==> src/rtl/gerador_pkg.sv <==
// gerador_pkg: seletor codes, FSM states, counter width and the HALF mapping
// shared by gerador_frequencia.
package gerador_pkg;

  localparam int CNT_W = 25;

  typedef enum logic [2:0] {
    SEL_INV0   = 3'b000,
    SEL_100KHZ = 3'b001,
    SEL_10KHZ  = 3'b010,
    SEL_1KHZ   = 3'b011,
    SEL_100HZ  = 3'b100,
    SEL_10HZ   = 3'b101,
    SEL_1HZ    = 3'b110,
    SEL_INV7   = 3'b111
  } seletor_t;

  typedef enum logic [1:0] {
    OCIOSO = 2'd0,
    ALTO   = 2'd1,
    BAIXO  = 2'd2
  } estado_t;

  function automatic logic codigo_valido(input logic [2:0] code);
    return (code != SEL_INV0) && (code != SEL_INV7);
  endfunction

  // Invalid codes (and degenerate clocks) map to 1 so HALF-1 never underflows.
  function automatic logic [CNT_W-1:0] half_count(input logic [2:0] code,
                                                  input int unsigned clk_hz);
    int unsigned freq;
    case (code)
      SEL_100KHZ: freq = 100_000;
      SEL_10KHZ:  freq = 10_000;
      SEL_1KHZ:   freq = 1_000;
      SEL_100HZ:  freq = 100;
      SEL_10HZ:   freq = 10;
      SEL_1HZ:    freq = 1;
      default:    freq = 0;
    endcase
    if (freq == 0 || clk_hz < 2 * freq) return CNT_W'(1);
    return CNT_W'(clk_hz / (2 * freq));
  endfunction

endpackage

==> src/rtl/gerador_frequencia.sv <==
// gerador_frequencia: selectable-rate 50% square wave with end-of-period strobe.
// Burst mode (rajada/fim) is compiled in only when GERADOR_RAJADA_EN is defined.
module gerador_frequencia
  import gerador_pkg::*;
#(
  parameter int unsigned CLK_HZ = 50_000_000
) (
  input  logic       clk,
  input  logic       rst,
  input  logic       habilita,
  input  logic [2:0] seletor,
`ifdef GERADOR_RAJADA_EN
  input  logic [7:0] rajada,
  output logic       fim,
`endif
  output logic       amostra,
  output logic       ciclo,
  output logic       erro
);

  estado_t          r_estado;
  estado_t          w_estado_next;
  logic [CNT_W-1:0] r_cnt;
  logic [2:0]       r_sel_ativo;
  logic             r_amostra;
  logic             r_ciclo;
  logic             r_erro;

  logic [CNT_W-1:0] w_half_tab [8];
  logic [CNT_W-1:0] w_half_m1;
  logic             w_sel_ok;
  logic             w_term;
  logic             w_pode_iniciar;
  logic             w_fim_rajada;
  logic             w_carrega;
  logic             w_fim_periodo;

  // Constant HALF table, one entry per code; only the active code is selected at run time.
  genvar gi;
  generate
    for (gi = 0; gi < 8; gi++) begin : g_half
      assign w_half_tab[gi] = half_count(3'(gi), CLK_HZ);
    end
  endgenerate

  assign w_half_m1 = w_half_tab[r_sel_ativo] - CNT_W'(1);
  assign w_term    = (r_cnt == w_half_m1);
  assign w_sel_ok  = codigo_valido(seletor);

`ifdef GERADOR_RAJADA_EN
  logic [7:0] r_rajada;
  logic [7:0] r_periodos;
  logic       r_fim;
  logic       r_bloqueio;

  assign w_pode_iniciar = habilita && w_sel_ok && !r_bloqueio;
  assign w_fim_rajada   = (r_rajada != 8'd0) && (r_periodos == r_rajada - 8'd1);

  // After a finished burst, habilita must be seen low before another start.
  always_ff @(posedge clk) begin
    if (rst) begin
      r_rajada   <= '0;
      r_periodos <= '0;
      r_fim      <= 1'b0;
      r_bloqueio <= 1'b0;
    end else begin
      r_fim <= w_fim_periodo && w_fim_rajada;
      if (r_estado == OCIOSO && w_pode_iniciar) begin
        r_rajada   <= rajada;
        r_periodos <= '0;
      end else if (w_fim_periodo) begin
        r_periodos <= r_periodos + 8'd1;
      end
      if (w_fim_periodo && w_fim_rajada) begin
        r_bloqueio <= 1'b1;
      end else if (r_estado == OCIOSO && !habilita) begin
        r_bloqueio <= 1'b0;
      end
    end
  end

  assign fim = r_fim;
`else
  assign w_pode_iniciar = habilita && w_sel_ok;
  assign w_fim_rajada   = 1'b0;
`endif

  always_comb begin
    w_estado_next = r_estado;
    w_carrega     = 1'b0;
    w_fim_periodo = 1'b0;
    case (r_estado)
      OCIOSO: begin
        if (w_pode_iniciar) begin
          w_estado_next = ALTO;
          w_carrega     = 1'b1;
        end
      end
      ALTO: begin
        if (w_term) w_estado_next = BAIXO;
      end
      BAIXO: begin
        if (w_term) begin
          w_fim_periodo = 1'b1;
          if (habilita && w_sel_ok && !w_fim_rajada) begin
            w_estado_next = ALTO;
            w_carrega     = 1'b1;
          end else begin
            w_estado_next = OCIOSO;
          end
        end
      end
      default: w_estado_next = OCIOSO;
    endcase
  end

  // seletor is only taken at a period boundary, so a mid-period change never shortens a half.
  always_ff @(posedge clk) begin
    if (rst) begin
      r_estado    <= OCIOSO;
      r_cnt       <= '0;
      r_sel_ativo <= 3'b001;
      r_amostra   <= 1'b0;
      r_ciclo     <= 1'b0;
      r_erro      <= 1'b0;
    end else begin
      r_estado <= w_estado_next;
      if (w_estado_next != r_estado || r_estado == OCIOSO) begin
        r_cnt <= '0;
      end else begin
        r_cnt <= r_cnt + CNT_W'(1);
      end
      if (w_carrega) r_sel_ativo <= seletor;
      r_amostra <= (w_estado_next == ALTO);
      r_ciclo   <= w_fim_periodo;
      if (r_estado == OCIOSO || w_fim_periodo) r_erro <= !w_sel_ok;
    end
  end

  assign amostra = r_amostra;
  assign ciclo   = r_ciclo;
  assign erro    = r_erro;

endmodule

==> config.mk <==
export PLATFORM = sky130hd
export DESIGN_NAME = gerador_frequencia
export DESIGN_NICKNAME = d
export VERILOG_FILES = /design/src/rtl/gerador_pkg.sv /design/src/rtl/gerador_frequencia.sv
export SDC_FILE = /design/constraint.sdc
export NUM_CORES = 1
export LEC_CHECK = 0
export ABC_AREA = 1
export CORE_MARGIN = 3
export CORE_UTILIZATION = 51
export DETAILED_ROUTE_END_ITERATION = 10
export HOLD_SLACK_MARGIN = 0.08
export PLACE_DENSITY_LB_ADDON = 0.12
export SYNTH_ARGS = -nofsm -noshare
export SYNTH_HDL_FRONTEND = slang
export SYNTH_SLANG_ARGS = --single-unit
==> constraint.sdc <==
create_clock -name clk -period 2.6 [get_ports clk]
set_input_delay 0.65 -clock clk [delete_from_list [all_inputs] [get_ports clk]]
set_output_delay 0.65 -clock clk [all_outputs]
set_load 0.1 [all_outputs]
-- Yosys cells after proc, flatten, opt, wreduce, memory -nomap -nowiden
Memory sizes are Yosys's and may differ from the RTL's.
Index checks and enable logic that the tools add are counted.
- memories kept: 1
- bits in writable memories: 0
- input port bits: 6
- register bits: 33
- output and inout bits: 3
- latch bits: 0
- ROM bits: 200
- memory list (name ; depth ; bits a word ; rd ports ; clocked after Yosys merged registers in ; write ports ; RTL line ; source):
    (no name shown) ; 8 ; 25 ; 1 ; 0 ; 0 ; gerador_frequencia.sv:46 ; assign w_half_m1 = w_half_tab[r_sel_ativo] - CNT_W'(1);
- divide/modulo/power cells: 0
- $lt $le $gt $ge: 1
- reductions and logical operators: 8
- bitwise logic cells: 1
- $add $sub $neg: 2
- eq/ne operators: 6
- shift-type cells: 0
- multipliers: 0
- muxes and demuxes: 12
- operators with widths (kind ; number):
    25-bit two-way mux ; 2
    25-bit by 1-bit adder with 25-bit output, second input constant ; 1
    25-bit == test ; 1
    25-bit by 1-bit subtractor with 25-bit output, second input constant ; 1
    2-bit two-way mux ; 3
    2-bit one-hot mux with 3 select lines ; 1
    1-bit two-way mux ; 5
    2-bit by 1-bit == test with 1-bit output, second input constant ; 2
    4-bit >= comparator, second input constant ; 1
    3-bit NOT with 4-bit output ; 1
    3-bit inequality test, second input constant ; 1
    3-bit nonzero test ; 1
    2-bit == test, second input constant ; 1
    1-bit logical AND ; 2
    2-bit logical NOT ; 1
    1-bit logical OR ; 2
    2-bit inequality test ; 1
    1-bit one-hot mux with 2 select lines ; 1
    2-bit OR reduction ; 1
    1-bit logical NOT ; 1

-- Depth between registers and ports, before layout
Gate-level depths: netlist of run 1.
- word-level depth: 11
- gate-level depth with buffers: 23
- depth with buffers taken out: 23

-- Least setup slack after synthesis of run 1
Ideal clock, no wire load.
- path kind: flip-flop to flip-flop
- start point: register r_sel_ativo[0]
- end point: register r_cnt[3]
- setup time: 0.123 ns
- slack: -0.019 ns
- cell stages (with the launch flop): 21
- required time: 2.477 ns
- arrival time: 2.496 ns
- path through: dfxtp_1 inv_1 ha_1 inv_1 nand2_1 nand2_2 ha_1 nand2_1 nor2_2 nand2_1 nor2_2 nor2_1 a21oi_1 nand2_1 nor2_2 nand2_2 nor2_4 nand2_4 nand3_4 buf_6 nor3b_2
- longest elaborated chain between the ends: 11
- RTL lines (element ; RTL line ; source):
    from (decl) ; gerador_frequencia.sv:24 ; logic [2:0] r_sel_ativo;
    from (signal assigned) ; gerador_frequencia.sv:133 ; if (w_carrega) r_sel_ativo <= seletor;
    3-bit NOT with 4-bit output (not written as such) (*) ; gerador_frequencia.sv:46 ;
    memory 8 x 25 bit (*) ; -- ;
    25-bit two-way mux (not written as such) (*) (2 in a row) ; gerador_frequencia.sv:46 ;
    25-bit by 1-bit subtractor with 25-bit output (*) ; gerador_frequencia.sv:46 ;
    25-bit == test (*) ; gerador_frequencia.sv:47 ; assign w_term = (r_cnt == w_half_m1);
    2-bit two-way mux, on equally long branches ; gerador_frequencia.sv:103, gerador_frequencia.sv:100 ;
    2-bit one-hot mux with 3 select lines (*) ; gerador_frequencia.sv:92 ; case (r_estado)
    2-bit inequality test (*) ; gerador_frequencia.sv:128 ; if (w_estado_next != r_estado || r_estado == OCIOSO) begin
    1-bit logical OR (*) ; gerador_frequencia.sv:128 ;
    2-bit OR reduction (no line) (*) ; -- ;
    to (signal assigned) ; gerador_frequencia.sv:131 ; r_cnt <= r_cnt + CNT_W'(1);
    to (decl) ; gerador_frequencia.sv:23 ; logic [CNT_W-1:0] r_cnt;
Every way passes the cells marked *; elsewhere a longest branch is shown, timed or not. The select of a mux whose other input is x is not followed.
A chain may end at the register's enable or synchronous reset.

-- Worst setup path after layout of run 1
- start point: register r_sel_ativo[1]
- end point: register r_sel_ativo[0]
- longest elaborated chain between the ends: 8
- RTL lines (element ; RTL line ; source):
    3-bit NOT with 4-bit output (not written as such) ; gerador_frequencia.sv:46 ;
    memory 8 x 25 bit ; -- ;
    25-bit two-way mux (not written as such) (2 in a row) ; gerador_frequencia.sv:46 ;
    25-bit by 1-bit subtractor with 25-bit output ; gerador_frequencia.sv:46 ;
    25-bit == test ; gerador_frequencia.sv:47 ;
    1-bit two-way mux ; gerador_frequencia.sv:103 ; if (w_term) begin
    1-bit one-hot mux with 2 select lines ; gerador_frequencia.sv:92 ;
Every way passes these cells. The select of a mux whose other input is x is not followed.

==> results of run 1 <==
path summary, 6_finish.rpt:
check                               from  cells past startpoint                           to
min reg2reg          r_cnt[0]$_SDFF_PP0_                      1          r_cnt[0]$_SDFF_PP0_
min                  r_cnt[0]$_SDFF_PP0_                      1          r_cnt[0]$_SDFF_PP0_
max          r_sel_ativo[1]$_SDFFE_PP0P_                     22  r_sel_ativo[0]$_SDFFE_PP1P_
max reg2reg  r_sel_ativo[1]$_SDFFE_PP0P_                     22  r_sel_ativo[0]$_SDFFE_PP1P_
state kept, by name, summed over array words and instances (netlist names):
signal       count
r_cnt           25
r_sel_ativo      3
r_estado         2
amostra          1
ciclo            1
erro             1
power groups by stage:
| stage | Combinational, W | Clock, W | Sequential [W] |
|---|---|---|---|
| floorplan | 0.000365 | 0 | 0.000558 |
| global placement | 0.000526 | 0 | 0.000536 |
| detailed placement | 0.000531 | 0 | 0.000537 |
| CTS | 0.000565 | 0.000506 | 0.000526 |
| global route | 0.000707 | 0.000521 | 0.000530 |
| finish | 0.000642 | 0.000496 | 0.000528 |
Yosys cell counts:
library cell and n:
nor2_2 11, nand3_1 42, inv_2 3, nor3_1 10
nand2_4 3, a21oi_1 17, nor3_2 5, nand3_4 2
xnor2_1 1, clkbuf_2 1, clkinv_1 1, nor2_1 46
inv_1 59, nand4_1 7, o21a_1 1, dfxtp_1 33
nand3_2 1, nand2_2 14, xor2_1 12, nand3b_1 5
nor3b_2 3, nor4_1 1, buf_6 5, nand2_1 146
ha_1 9, or2_0 1, nor2_4 4, o21ai_0 5
nor3b_1 4, o21ai_1 2
per-stage QoR:
step | std cells | area (um2) | TNS [ns] | power [W] | hold WS, ns
finish | 570 | 3596 | 0 | 0.001667 | 0.4547
detailed placement | 558 | 3156 | -1.605 | 0.001068 | 0.4756
CTS | 567 | 3334 | 0 | 0.001597 | 0.4925
floorplan | 454 | 2791 | 0 | 0.0009239 | 0.4363
global route | 570 | 3596 | -2.613 | 0.001758 | 0.4815
global placement | 558 | 3156 | -0.5550 | 0.001062 | 0.4646
area by class of cell:
class / count / share of cell area, %
clock buffers: 5 / 1.914
inverters: 63 / 6.646
multi-input cells: 352 / 58.07
repair buffers: 44 / 11.03
well taps: 70 / 2.436
clock inverters: 3 / 1.287
flip-flops and latches: 33 / 18.62
cell families after synthesis:
logic type	Yosys count	synth area share (%)
compound gates	25	4.582
xor+xnor	13	4.088
fa+ha+maj	9	4.043
simple gates	305	52.88
flops	33	23.72
buf+inv	69	10.69
placed cells by master (no fill, tap or decap), drive strengths merged, types with 2 or more instances in the layout:
cell / Yosys / layout
buf: 5 / 38
o21ai: 7 / 7
nor3b: 7 / 7
nand2: 163 / 163
nand3: 45 / 45
nand4: 7 / 7
clkdlybuf4s50: 0 / 5
dfxtp: 33 / 33
clkinv: 1 / 2
xor2: 12 / 12
clkbuf: 1 / 6
a21oi: 17 / 17
nand3b: 5 / 5
ha: 9 / 9
nor3: 15 / 15
inv: 62 / 62
nor2: 61 / 61
metal layers:
| metal | vias up | GRT usage, % | wire length, um |
|---|---|---|---|
| met1 | 1321 | 33.66 | 3393 |
| li1 | 1521 | - | - |
| met4 | 0 | 6.250 | 178 |
| met2 | 82 | 39.74 | 3535 |
| met3 | 16 | 4.063 | 455 |
| met5 | - | 0 | 0 |
timing repair:
action,CTS,global route
gates resized for setup,13,57
gates cloned,0,1
pin swaps,10,31
buffers inserted,1,2
endpoints found under the setup margin,32,33
worst reg2reg max path: stages, from the launching register on:
cell and delay [ns]:
dfxtp_4 0.37, buf_6 0.13, ha_4 0.16, inv_2 0.05, nand2_2 0.04, nand2_2 0.10
ha_4 0.21, inv_2 0.04, nand2_1 0.03, nand2_1 0.06, nand3_1 0.06, nor2_1 0.09
nand2_1 0.06, nor2_1 0.11, nand3_1 0.11, nor2_1 0.12, nand3_1 0.12, nor2_4 0.19
nand3_4 0.11, nand2_4 0.12, nand2_2 0.06, nand2_1 0.08, nand3_1 0.06
==> results.txt, run 1 <==
Worst-margin pin slew = 0.5554 ns
Final hold violation count = 0
Clock Latency Late Sink = 0.29 ns
CP Launch Type = flip-flop
Final worst slack = 0.02650 ns
Vias in the first global route = 2,676
Ant diodes = 0
Via density = 5.158
Initial Util = 53.51%
Total net switching power = 0.0006112 W
Period minus WS final = 2.573 ns
Sequential area share after synthesis = 23.72%
Final core occ = 69.09%
Die Ht = 79.90 um
Standard-cell row count = 26
Initial antenna violation count = 0
Crit path cell chain = buf_6 -> ha_4 -> inv_2 -> nand2_2 -> nand2_2 -> ha_4 -> inv_2 -> nand2_1 -> nand2_1 -> nand3_1 -> nor2_1 -> nand2_1 -> nor2_1 -> nand3_1 -> nor2_1 -> nand3_1 -> nor2_4 -> nand3_4 -> nand2_4 -> nand2_2 -> nand2_1 -> nand3_1
Post-cts hold buffer count = 0
IO Pins = 9
DR iter-0 viols = 145
Mapped Area = 0.002785 mm2
Clock root buffer = clkbuf_8
CP endpoint kind = flip-flop
Routed WL = 7.562 mm
Final period util = 98.98%
Clock skew = 0.002993 ns
Total CTS buffers = 5
First-pass GRT wire length = 12.40 mm
Multi-input logic area = 0.002088 mm2
ANT nets after route = 0
Final slew viol count = 0
DIE AREA = 0.006384 mm2
DR vias = 2,940
Synth area leaders = dfxtp_1 (24%), nand2_1 (20%), inv_1 (8.0%)
Share of post-route cells with drive strength above 1 = 27.60%
Leakage = 1.637 nW
Setup violations, final = 0
Core Box Area = 0.005205 mm2
HPWL Detailed = 5.681 mm
Clock sink count = 33
Synth top area share = 23.72%
Worst EP arrival = 2.75 ns
Worst reg2reg setup slack = 0.03 ns
Crit Path Class = flip-flop to flip-flop
Sw Ratio = 36.67%
Clk slew on worst S/H paths = 0.07 ns
Worst hold path type = flip-flop to flip-flop
Syn nets = 469
Crit path max fanout = 8
Number of I/O port buffers = 8
Clock power frac = 29.8%
Placement Setup Slack = -0.08241 ns
Area Growth Syn to Fin = 29.11%
Seq cells post-synth = 33
Synth warn = 0
Synthesized area per cell = 6.135 um2
Final layout net count = 514
DR pass1 iterations = 4
Die X = 79.90 um
Int Power = 0.001055 W
Max_slew headroom = 62.83%
Largest net degree at the start of global routing = 19
Netlist cell types = 30
CP max stage delay = 0.37 ns
WP data required = 2.77 ns
WL/cell = 13.27 um
Share of total power in combinational logic = 38.5%
CTS max path bufs = 2
Register area = 669.4 um2
Run status = completed
Maxcap violations = 0
Slowest-stage cell, CP = dfxtp_4
GRT Overall Usage = 24.52%
RSZ-0062 raised after global routing = yes
DR DRC count = 0
Top delay family on crit path = simple AND/OR/NAND/NOR gates
Routability cong. = 0.9438
Post-Syn Instances = 454
Fmax = 388.6 MHz
Reg power frac = 31.7%
Worst path bufs/invs = 3
Grt ovf = 0
Synth area leader = dfxtp_1
Maximum VDD drop = 0.3868 mV
Filler Cell Count = 450
P per Cell Area = 463.4 mW/mm2
TritonCTS clock tree = yes
Htree depth = 2
No activity file was read; power rests on OpenSTA's default activity.
==> run 2: changes to the inputs <==
--- a/config.mk
+++ b/config.mk
@@ -6,11 +6,11 @@
 export NUM_CORES = 1
 export LEC_CHECK = 0
 export ABC_AREA = 1
-export CORE_MARGIN = 3
+export CORE_MARGIN = 2
 export CORE_UTILIZATION = 51
 export DETAILED_ROUTE_END_ITERATION = 10
 export HOLD_SLACK_MARGIN = 0.08
-export PLACE_DENSITY_LB_ADDON = 0.12
+export PLACE_DENSITY_LB_ADDON = 0.2
 export SYNTH_ARGS = -nofsm -noshare
 export SYNTH_HDL_FRONTEND = slang
 export SYNTH_SLANG_ARGS = --single-unit
==> results.txt, run 2 (synthesis gave the netlist of run 1 again) <==
DR iter-0 viols = 249
Crit Path Class = flip-flop to flip-flop
DIE AREA = 0.006068 mm2
Initial antenna violation count = 0
Area Growth Syn to Fin = 27.81%
Clock power frac = 27.1%
Max FFs per register = 25
Post-Place Cells = 553
Maximum VDD drop = 0.4358 mV
Total net switching power = 0.0006032 W
Max_slew headroom = 69.56%
Routability cong. = 0.9033
Slowest-stage cell, CP = dfxtp_4
Commonest non-fill, non-tap cell in the layout = nand2_1
Worst EP arrival = 2.81 ns
Grt ovf = 0
Worst-margin pin slew = 0.4550 ns
Commonest non-fill, non-tap cells in the layout = nand2_1 (136), inv_1 (53), nand3_1 (39)
Via density = 5.216
Final hold violation count = 0
Initial Util = 53.51%
Routed WL = 7.566 mm
Post-cts hold buffer count = 0
Met3 global-route usage = 4.767%
Setup violations, final = 16
Largest registers = r_cnt: 25 flops, r_sel_ativo: 3 flops, r_estado: 2 flops
Fin cells = 570
Placement Setup Slack = -0.1300 ns
HPWL Detailed = 5.505 mm
Die Ht = 77.90 um
Die X = 77.90 um
Clock sink count = 33
Placed inst area = 0.003118 mm2
GRT Max-Usage Layer = met2
Core Box Area = 0.005205 mm2
Clock Latency Late Sink = 0.29 ns
Maxcap violations = 0
Worst reg2reg setup slack = -0.03 ns
Number of I/O port buffers = 8
Final layout net count = 514
DR pass1 iterations = 7
Worst R2R Start = r_sel_ativo[1]$_SDFFE_PP0P_
Clk slew on worst S/H paths = 0.07 ns
Biggest register = r_cnt
Share of post-route cells with drive strength above 1 = 28.60%
R2r endpoint = r_cnt[6]$_SDFF_PP0_
Int Power = 0.001005 W
Reg power frac = 32.9%
First-pass GRT wire length = 11.59 mm
Sw Ratio = 37.51%
Final Cell Area = 0.003560 mm2
Final worst slack = -0.03056 ns
GRT Overall Usage = 23.68%
RSZ-0062 raised after global routing = yes
Top delay family on crit path = simple AND/OR/NAND/NOR gates
Reg2reg path depth = 16
Fmax = 380.1 MHz
Final period util = 101.2%
Filler Cell Count = 463
Met1 usage = 32.09%
WP data required = 2.78 ns
Failing checks = setup timing
Clock root buffer = clkbuf_8
CTS max path bufs = 2
TritonCTS clock tree = yes
Standard-cell row count = 26
Hold path endpoint = r_cnt[0]$_SDFF_PP0_
Run status = finished with violations
Min-Delay Path Depth = 1
Hold wc startpoint = r_cnt[0]$_SDFF_PP0_
WL/cell = 13.27 um
Largest net degree at the start of global routing = 17
CP Launch Type = flip-flop
Crit path cell chain = buf_6 -> buf_4 -> ha_4 -> nand2_1 -> nand3_2 -> inv_1 -> nand2_1 -> o21ai_1 -> nand3_1 -> nor2_1 -> nand3_1 -> nor2_4 -> nand2_4 -> nand3_4 -> clkbuf_16 -> nor3_2
ANT nets after route = 0
Ant diodes = 0
Worst hold path type = flip-flop to flip-flop
CP endpoint kind = flip-flop
Share of total power in combinational logic = 40.0%
Grt met2 use = 38.62%
DR vias = 2,973
Leakage = 1.608 nW
Crit path max fanout = 8
Htree depth = 2
Final slew viol count = 0
Clock skew = 0.007853 ns
P per Cell Area = 451.8 mW/mm2
CP max stage delay = 0.36 ns
DR DRC count = 0
IO Pins = 9
Vias in the first global route = 2,598
Period minus WS final = 2.631 ns
Total CTS buffers = 5
Worst path bufs/invs = 4
==> run 2: cell count changes in the layout (fill, tap and decap cells not counted), sizes merged <==
cell and change:
clkbuf +2, bufinv -1, clkinvlp -1
==> run 2: power groups by stage <==
stage | Combinational, W | Sequential (W) | Clock (W)
floorplan | 0.000365 | 0.000558 | 0
global placement | 0.000514 | 0.000538 | 0
detailed placement | 0.000521 | 0.000539 | 0
CTS | 0.000557 | 0.000528 | 0.000437
global route | 0.000702 | 0.000531 | 0.000457
finish | 0.000643 | 0.000530 | 0.000435
==> run 2: how the worst max path moves through the flow <==
| stage | start | end | slack, ns | cells past startpoint |
|---|---|---|---|---|
| 6_report | r_sel_ativo[1]$_SDFFE_PP0P_ | r_cnt[6]$_SDFF_PP0_ | -0.03 | 16 |
| 5_1_grt | r_sel_ativo[0]$_SDFFE_PP1P_ | r_sel_ativo[0]$_SDFFE_PP1P_ | -0.22 | 21 |
| 4_1_cts | r_sel_ativo[0]$_SDFFE_PP1P_ | r_sel_ativo[0]$_SDFFE_PP1P_ | 0.008 | 22 |
| 3_5_place_dp | r_sel_ativo[1]$_SDFFE_PP0P_ | r_cnt[24]$_SDFF_PP0_ | -0.13 | 20 |
| 3_3_place_gp | r_sel_ativo[1]$_SDFFE_PP0P_ | r_sel_ativo[0]$_SDFFE_PP1P_ | -0.08 | 21 |
| 2_1_floorplan | r_sel_ativo[1]$_SDFFE_PP0P_ | r_cnt[3]$_SDFF_PP0_ | 0.02 | 20 |
==> run 2: metal layers <==
metal / wire length, um / up-vias / share of wire, %
met5: 0 / - / 0
met4: 122 / 0 / 1.6
met3: 435 / 17 / 5.7
met2: 3549 / 94 / 47
met1: 3458 / 1352 / 46
li1: - / 1510 / -
==> run 2: what timing repair did <==
item | in CTS | in global routing
setup buffers | 4 | 4
endpoints found under the setup margin | 32 | 33
resized for setup | 13 | 56
pin swaps | 12 | 24
cloned | 0 | 1
==> run 2: layout make-up <==
class	count	area (um2)	area share (%)
Clock buffer	7	96.34	2.707
Clock inverter	1	5.005	0.1406
Inverter	63	239.0	6.714
Multi-Input combinational cell	352	2067	58.07
Sequential cell	33	668.1	18.77
Tap cell	70	87.58	2.460
Timing Repair Buffer	44	396.6	11.14
==> run 2: through the flow <==
step | power (W) | utilization, % | setup TNS (ns) | hold slack (ns)
finish | 0.001608 | 68.39 | -0.2236 | 0.4590
global route | 0.001691 | 68.39 | -5.968 | 0.4782
CTS | 0.001522 | 63.41 | 0 | 0.4925
detailed placement | 0.001060 | 59.90 | -2.436 | 0.4784
global placement | 0.001052 | 59.90 | -1.527 | 0.4657
floorplan | 0.0009239 | - | 0 | 0.4363
==> run 2: worst reg2reg max path, cell delays in order, from the launching register on <==
cell and delay, ns:
dfxtp_4 0.36, buf_6 0.13, buf_4 0.14, ha_4 0.18, nand2_1 0.14, nand3_2 0.13, inv_1 0.07, nand2_1 0.16
o21ai_1 0.21, nand3_1 0.16, nor2_1 0.12, nand3_1 0.11, nor2_4 0.19, nand2_4 0.09, nand3_4 0.12, clkbuf_16 0.19
nor3_2 0.04
==> patch, RTL diff (settings of run 2) <==
The package constant `CNT_W` goes from 25 to 21.
--- a/src/rtl/gerador_pkg.sv
+++ b/src/rtl/gerador_pkg.sv
@@ -2,7 +2,7 @@
 // shared by gerador_frequencia.
 package gerador_pkg;
 
-  localparam int CNT_W = 25;
+  localparam int CNT_W = 21;
 
   typedef enum logic [2:0] {
     SEL_INV0   = 3'b000,
Formal check against the unedited RTL: no difference found for any inputs over 10 cycles, from zero or initial values and one cycle with rst high; that may be too few to reach the edited logic, so the function may still have changed.
==> patch against run 2 <==
  * The run still ends with setup timing left
  * Area after synthesis is 13% lower
  * Power is 7.9% lower
  * Sequential share of layout area hardly changed
  * Sequential cell count is 4 lower
  * Count of clock-buffer cells in the layout is 1 lower
  * Worst setup slack better by 11 ps
  * Routed wire length is 19% lower
  * Final area is 12% lower
  * Largest power group unchanged
==> patch: results (changes against run 2) <==
Worst setup path
The endpoint arrival time on the critical path came to 2780 ps (-30 ps). The biggest cell delay along the critical path is 400 ps (+40 ps).

Power and ir drop
The worst voltage drop across the vdd grid is 0.0002813 V (-35%). The static leakage power was 1.405 nW (-13%).

Synthesis
The unique cell type count in the Yosys netlist is 31 (+3.3%). The proportion of synthesized chip area in sequential cells is 0.2395 (+0.002349). The count of warnings emitted by yosys is 0 (unchanged). The share of flip-flops with an asynchronous set or reset is 0 (unchanged). The synthesized netlist net count is 403 (-14%).

The top flip-flop cell by instance count after synthesis is sky130_fd_sc_hd__dfxtp_1. Yosys attributes the largest share of cell area to sky130_fd_sc_hd__dfxtp_1, sky130_fd_sc_hd__nand2_1, sky130_fd_sc_hd__inv_1. Sorting the synthesized cells by how often they occur yields sky130_fd_sc_hd__nand2_1, sky130_fd_sc_hd__inv_1, sky130_fd_sc_hd__nor2_1.

Layout
The count of nets after finishing was 444 (-14%). The largest registers in the layout are r_cnt x21, r_sel_ativo x3, r_estado x2. The count of filler cells inserted in the layout was 388 (-16%). The number of diodes was 0 (unchanged). The fraction of layout cells with a size suffix above 1 is 0.2930 (+0.007023).

Placed design
The port buffer count was 8 (unchanged). The final weighted congestion of routability-driven global placement is 0.9739 (+7.8%). The sum of net half-perimeters after detailed placement is 4361 um (-21%).

Global route
The overall routing resource usage was 0.2423 (+0.005486). The wire length of the first global-routing pass came to 9998 um (-14%). The via count of the first global-routing pass is 2284 (-12%). The maximum number of pins on one net before global-route repair is 16 (-1).

STA
The measured slew at the worst slew-check pin came to 539.6 ps (+84.61 ps). The maximum clock skew at final layout is 5.820 ps (-2.033 ps). The minimum setup slack in the final design was -19.45 ps (+11.11 ps).

The total of endpoints with negative setup slack in the final report is 4 (-12).

Clock network
The number of buffers created by CTS was 5 (unchanged).

Worst hold path
The class of the worst hold path is reg -> reg.

Route
The detailed-routing iteration count for the pre-antenna-repair pass is 4 (-3). The initial detailed-routing violation count is 204 (-18%). The detailed-route wire length is 6166 um (-19%).

The vias after detailed routing is 2489 (-16%).

Outcome
The flow ran to the end, but the final reports show violations. The checks that failed: setup timing.
[patch: worst paths after layout]
| check | from | endpoint | slack [ps] | depth (start not counted) |
|---|---|---|---|---|
| worst max-delay path | r_sel_ativo[0] | r_cnt[11] | -20 | 21 |
| worst min-delay path | r_cnt[0] | r_cnt[0] | 500 | 1 |
| worst max register to register | r_sel_ativo[0] | r_cnt[11] | -20 | 21 |
| worst min register to register | r_cnt[0] | r_cnt[0] | 500 | 1 |
[patch: metal layers]
layer	track usage	vias up	routed length, um
met4	0.1008	0	157
met2	0.3960	59	3016
met1	0.3138	1112	2780
li1	-	1300	-
met3	0.04420	18	213
met5	0	-	0
[patch: logic make-up after synthesis]
kind of cell | Yosys count | share of synthesized area
adder cells (fa/ha/maj) | 9 | 0.04646
buffers and inverters | 58 | 0.09912
XOR/XNOR | 12 | 0.04337
AO/OA/AOI/OAI | 19 | 0.04078
flip-flops | 29 | 0.2395
AND/OR/NAND/NOR | 261 | 0.5307
[patch: layout make-up]
class / instances / area share
well taps: 54 / 0.02151
flip-flops and latches: 29 / 0.1873
clock buffers: 6 / 0.02629
repair buffers: 38 / 0.1112
inverters: 54 / 0.06773
clock inverters: 2 / 0.01195
multi-input cells: 301 / 0.5741
[patch: per-stage QoR]
stage | worst slack [ps] | hold WS [ps] | std cells | area (sq um) | TNS (ps)
6_report | -19.45 | 496.5 | 484 | 3141 | -29.47
5_1_grt | -211.7 | 518.0 | 484 | 3141 | -4056
4_1_cts | 5.877 | 477.1 | 480 | 2983 | 0
3_5_place_dp | -67.94 | 460.9 | 463 | 2670 | -498.6
3_3_place_gp | 6.708 | 454.0 | 463 | 2670 | 0
2_1_floorplan | 52.06 | 452.4 | 388 | 2425 | 0
[patch: what timing repair did]
action / in CTS / in global routing
setup buffers: 8 / 4
endpoints found under the setup margin: 27 / 29
gates cloned: 1 / 0
pin swaps: 12 / 26
endpoints found under the hold margin: 0 / 0
gates resized for setup: 25 / 37
[patch: where the power goes]
group          internal (mW)  switching, mW  leakage, nW  total (mW)
sequential             0.455         0.0121        0.236       0.467
clock                  0.311          0.194       0.0574       0.505
combinational          0.188          0.321         1.11       0.508
